===== src/rtl/sha_ctrl_multiblk_pkg.sv =====
// Shared types and constants for the multi-block SHA control unit.
package sha_ctrl_multiblk_pkg;

  typedef enum logic [2:0] {
    IDLE     = 3'd0,
    LOAD     = 3'd1,
    ROUND    = 3'd2,
    UPDATE   = 3'd3,
    WAIT_BLK = 3'd4,
    DONE     = 3'd5
  } state_t;

  localparam int SHA256_ROUNDS = 64;
  localparam int SHA512_ROUNDS = 80;

endpackage


===== src/rtl/sha_ctrl_multiblk_round_cnt.sv =====
// Round index counter: clear has priority over enable, tc flags the final round.
module sha_ctrl_multiblk_round_cnt #(
  parameter int ROUNDS = 64,
  parameter int CNT_W  = $clog2(ROUNDS)
) (
  input  logic             usr_clk,
  input  logic             usr_reset_n,
  input  logic             clr,
  input  logic             en,
  output logic [CNT_W-1:0] cnt,
  output logic             tc
);

  localparam logic [CNT_W-1:0] LAST = CNT_W'(ROUNDS - 1);

  // NOTE: async active-low reset in the sensitivity list; state updates use <= so every flop samples pre-edge values.
  always_ff @(posedge usr_clk or negedge usr_reset_n) begin
    if (!usr_reset_n) begin
      cnt <= '0;
    end else if (clr) begin
      cnt <= '0;
    end else if (en) begin
      cnt <= cnt + CNT_W'(1);
    end
  end

  assign tc = (cnt == LAST);

endmodule


===== src/rtl/sha_ctrl_multiblk.sv =====
// SHA block sequencer: loads each block, runs ROUNDS rounds, updates the hash and
// chains blocks until the last one, then holds the digest until acknowledged.
module sha_ctrl_multiblk
  import sha_ctrl_multiblk_pkg::*;
#(
  parameter int ROUNDS    = SHA256_ROUNDS,
  parameter int CNT_W     = $clog2(ROUNDS),
  parameter int BLK_CNT_W = 8
) (
  input  logic                 usr_clk,
  input  logic                 usr_reset_n,
  input  logic                 i_start,
  input  logic                 i_last,
  input  logic                 i_abort,
  input  logic                 i_ack,
  output logic                 o_ready,
  output logic                 o_load_blk,
  output logic                 o_load_iv,
  output logic                 o_cnt_en,
  output logic [CNT_W-1:0]     o_round,
  output logic                 o_upd_hash,
  output logic                 o_valid,
  output logic                 o_sel_out,
  output logic [BLK_CNT_W-1:0] o_blk_cnt
);

  state_t               state;
  state_t               state_nxt;
  logic                 last_q;
  logic                 first_q;
  logic [BLK_CNT_W-1:0] blk_cnt;
  logic                 cnt_clr;
  logic                 cnt_en;
  logic                 cnt_tc;

  sha_ctrl_multiblk_round_cnt #(
    .ROUNDS (ROUNDS),
    .CNT_W  (CNT_W)
  ) u_round_cnt (
    .usr_clk     (usr_clk),
    .usr_reset_n (usr_reset_n),
    .clr         (cnt_clr),
    .en          (cnt_en),
    .cnt         (o_round),
    .tc          (cnt_tc)
  );

  always_ff @(posedge usr_clk or negedge usr_reset_n) begin
    if (!usr_reset_n) begin
      state <= IDLE;
    end else begin
      state <= state_nxt;
    end
  end

  // NOTE: every signal driven here gets a default first, so no path leaves one unassigned and no latch is inferred.
  always_comb begin
    state_nxt  = state;
    cnt_clr    = 1'b1;
    cnt_en     = 1'b0;
    o_ready    = 1'b0;
    o_load_blk = 1'b0;
    o_load_iv  = 1'b0;
    o_cnt_en   = 1'b0;
    o_upd_hash = 1'b0;
    o_valid    = 1'b0;
    o_sel_out  = 1'b0;
    case (state)
      IDLE: begin
        o_ready = 1'b1;
        if (i_start) state_nxt = LOAD;
      end
      LOAD: begin
        o_load_blk = 1'b1;
        o_load_iv  = first_q;
        state_nxt  = ROUND;
      end
      ROUND: begin
        o_cnt_en = 1'b1;
        cnt_en   = 1'b1;
        cnt_clr  = cnt_tc;
        if (cnt_tc) state_nxt = UPDATE;
      end
      UPDATE: begin
        o_upd_hash = 1'b1;
        state_nxt  = last_q ? DONE : WAIT_BLK;
      end
      WAIT_BLK: begin
        o_ready = 1'b1;
        if (i_start) state_nxt = LOAD;
      end
      DONE: begin
        o_valid   = 1'b1;
        o_sel_out = 1'b1;
        if (i_ack) state_nxt = IDLE;
      end
      default: state_nxt = IDLE;
    endcase
    // Abort overrides whatever the state decode chose, including a same-cycle start.
    if (i_abort) begin
      state_nxt = IDLE;
      cnt_clr   = 1'b1;
    end
  end

  always_ff @(posedge usr_clk or negedge usr_reset_n) begin
    if (!usr_reset_n) begin
      last_q  <= 1'b0;
      first_q <= 1'b1;
      blk_cnt <= '0;
    end else if (i_abort) begin
      last_q  <= 1'b0;
      first_q <= 1'b1;
      blk_cnt <= '0;
    end else begin
      if (state == IDLE && i_start) begin
        last_q  <= i_last;
        first_q <= 1'b1;
        blk_cnt <= '0;
      end else if (state == WAIT_BLK && i_start) begin
        last_q  <= i_last;
        first_q <= 1'b0;
      end
      if (state == UPDATE && blk_cnt != '1) begin
        blk_cnt <= blk_cnt + BLK_CNT_W'(1);
      end
    end
  end

  assign o_blk_cnt = blk_cnt;

endmodule

===== config.mk =====
export PLATFORM = sky130hd
export DESIGN_NAME = sha_ctrl_multiblk
export DESIGN_NICKNAME = d
export VERILOG_FILES = /design/src/rtl/sha_ctrl_multiblk_pkg.sv /design/src/rtl/sha_ctrl_multiblk_round_cnt.sv /design/src/rtl/sha_ctrl_multiblk.sv
export SDC_FILE = /design/constraint.sdc
export NUM_CORES = 1
export LEC_CHECK = 0
export CORE_UTILIZATION = 25
export DETAILED_ROUTE_END_ITERATION = 6
export SYNTH_ARGS = -nofsm -noshare
export SYNTH_HDL_FRONTEND = slang
export SYNTH_SLANG_ARGS = --single-unit

===== constraint.sdc =====
create_clock -name usr_clk -period 1.89 [get_ports usr_clk]
set_input_delay 0.189 -clock usr_clk [delete_from_list [all_inputs] [get_ports usr_clk]]
set_output_delay 0.189 -clock usr_clk [all_outputs]
set_load 0.02 [all_outputs]

==> metrics <==
status complete, no violations; total gr overflow 0; WL/cell between 10 and 15 microns; minimum clock period between 1500 and 2000 ps; DR DRC count 0; Worst Tran Pin Value between 300 and 400 ps; final setup margin a little under 200 ps; cell area power density between 700 and 800 nW/um^2; crit share post-route ~90%; sequential share of power a little over two fifths; share of layout cells above drive strength 1 11.51%; Final Hold Fails 0; Clock Power Share approximately 27%; Skew-Pair Late Insertion Delay between 200 and 300 ps; RSZ-0062 raised after global routing false; crit-path leading delay family simple AND/OR/NAND/NOR gates; die width ~66 microns; vias per cell a little under 5; Initial Util 27.14%; synthesized flop and latch total 19; Critical Path AT between 1500 and 2000 ps; Clk Tree Root Cell clkbuf_8; fmax ~590 MHz; # clock sinks 19; postcts setup bufs 0; IO buf count 26; drt pass-1 iters 4; yosys warns 0; number of antenna diodes 0; vias in the first global route 821; dpl cell area roughly 1300 sq um; largest net degree at the start of global routing 20; Placeable Area roughly 3800 sq um; RePlAce Congestion ~0.84; post-synthesis sequential area ratio a little under half; Synth cell types 34; mapped cell area between 1000 and 1500 sq um; Gate power share 29.0%; Internal slightly above 700 uW; max-slew violations 0; Placement Setup Slack around 120 ps; Tot GR Track Use roughly an eighth; Post-Route WL approximately 2300 microns; Critical Path RT 2070 ps; Post-Syn Instances between 100 and 150; die area 4385 sq um; Finished Cell Area between 1000 and 1500 sq um; Leakage Power around 0.65 nW; CTS H-Tree Depth 1; worst-path cell chain ha_1 -> nand3_1 -> nor2_1 -> or4_1 -> nor2_2; headroom to the max-slew limit between 70 and 80%; Max stage delay cell, worst path or4_1; post-synthesis average cell area 9.459 sq um; num rows 22; 1st-iter DRT viols 18; Final Skew approximately 8 ps; switching pwr 339.6 uW; clk buf depth 2; CP bufs+invs 0; critical path class flip-flop to flip-flop; start point of the critical path u_round_cnt.cnt[0]$_DFFE_PN0P_; CTS tree built; Setup violations, final 0; number of CTS-inserted buffers 3; Die Y 66.22 microns; dpl hpwl around 1700 microns; global-route wire length before repair 3808 microns; Ports 27; worst r2r src u_round_cnt.cnt[0]$_DFFE_PN0P_; Routed Antenna Nets 0; Net Sw Frac 32.16%; setup TNS 0 ps; Syn Nets roughly 120; Crit. End Element flip-flop; nets@finish around 150; CP max FO 6; Hold Crit Class primary input to asynchronous set/reset pin; worst vdd ir 0.2545 mV; Max-cap violations 0; CP Launch Type flip-flop; Clock transition at path regs 80 ps; worst stage delay on the critical path 600 ps; reg2reg setup slack between 150 and 200 ps; via count roughly 900; Layout Area Growth over Synthesis 35.68%; antenna violations before repair 0
## registers in the layout, indices dropped and copies added, names as in the netlist
register / cells
o_blk_cnt: 8
u_round_cnt.cnt: 6
state: 3
first_q: 1
last_q: 1
## Yosys cell counts (all sizes together)
cell type,count,share of area [%]
or4,1,0.73
o21ai,9,4.4
and4bb,1,1.2
nor2b,1,0.61
o21a,2,1.6
a32oi,1,0.85
and2,3,1.8
and3,4,2.4
nand2,9,3.5
buf,3,2.9
and2b,1,0.73
dfstp,1,2.5
a21oi,3,1.5
nand3,7,3.4
nor3,4,1.9
xnor2,3,2.5
xor2,2,1.7
nor3b,1,0.73
nand4,2,1.2
a22o,1,0.85
ha,2,2.4
mux2i,2,1.9
a221o,3,2.9
nor2,16,7.8
dfrtp,18,44
a31oi,2,1.2
a211oi,1,0.73
inv,6,2.2
## cells in the final DEF (no fill, tap or decap), drive strengths merged, types with 2 or more instances in the layout
cell type	Yosys	final
a21oi	3	3
xnor2	3	3
and2	3	3
dlymetal6s2s	0	5
dlygate4sd2	0	2
o21ai	9	9
a221o	3	3
and3	4	4
nand4	2	2
nand3	7	7
buf	3	3
clkdlybuf4s50	0	19
ha	2	2
o21a	2	2
inv	6	6
dfrtp	18	18
clkbuf	0	4
mux2i	2	2
nor2	16	16
nand2	9	9
a31oi	2	2
xor2	2	2
nor3	4	4
## final cells by class
class                   instances  area (sq um)
clock buffers                   4         45.04
fillers                       378          2400
repair buffers                 29         292.8
flip-flops and latches         19         476.7
multi-input cells              81         501.7
well taps                      48         60.06
inverters                       6         22.52
## stage by stage
stage / instances / utilization (%) / power, mW / hold WS (ps)
2_1_floorplan: 109 / - / 0.6688 / -106.6
3_3_place_gp: 183 / 35.38 / 0.7881 / 449.2
3_5_place_dp: 183 / 35.38 / 0.7947 / 451.4
4_1_cts: 187 / 36.50 / 1.076 / 268.3
5_1_grt: 187 / 36.82 / 1.135 / 280.4
6_report: 187 / 36.82 / 1.056 / 252.7
## power groups by stage
stage / combinational [mW] / sequential [mW] / clock, mW
floorplan: 0.197 / 0.472 / 0
global placement: 0.317 / 0.471 / 0
detailed placement: 0.322 / 0.472 / 0
CTS: 0.317 / 0.465 / 0.294
global route: 0.340 / 0.470 / 0.324
finish: 0.306 / 0.465 / 0.285
## worst paths after layout
check,cells after the start,to
max in group asynchronous,2,first_q$_DFFE_PN1P_
worst min register to register,2,first_q$_DFFE_PN1P_
worst max-delay path,5,u_round_cnt.cnt[5]$_DFFE_PN0P_
worst max register to register,5,u_round_cnt.cnt[5]$_DFFE_PN0P_
min in group usr_clk,2,first_q$_DFFE_PN1P_
worst min-delay path,2,o_blk_cnt[4]$_DFFE_PN0P_
## what timing repair did
action	CTS	global route
hold buffers	0	0
gates resized for setup	2	5
endpoints found under the setup margin	2	5
## logic make-up after synthesis
logic type               count (synthesis)  share of synthesized area (%)
buffers and inverters                    9                          5.097
multiplexers                             2                          1.942
XOR/XNOR                                 5                          4.248
adder cells (fa/ha/maj)                  2                          2.427
flip-flops                              19                          46.24
AO/OA/AOI/OAI                           22                          13.96
AND/OR/NAND/NOR                         50                          26.09
## per-layer routing
layer	part of all wire, %	vias up	GRT usage [%]	routed length [microns]
met4	1.8	0	5.585	41
met3	3.6	4	2.241	82
li1	-	444	-	-
met2	45	22	17.60	1043
met5	0	-	0	0
met1	49	432	15.76	1140
Note: power is estimated with default switching activity, not from simulation.
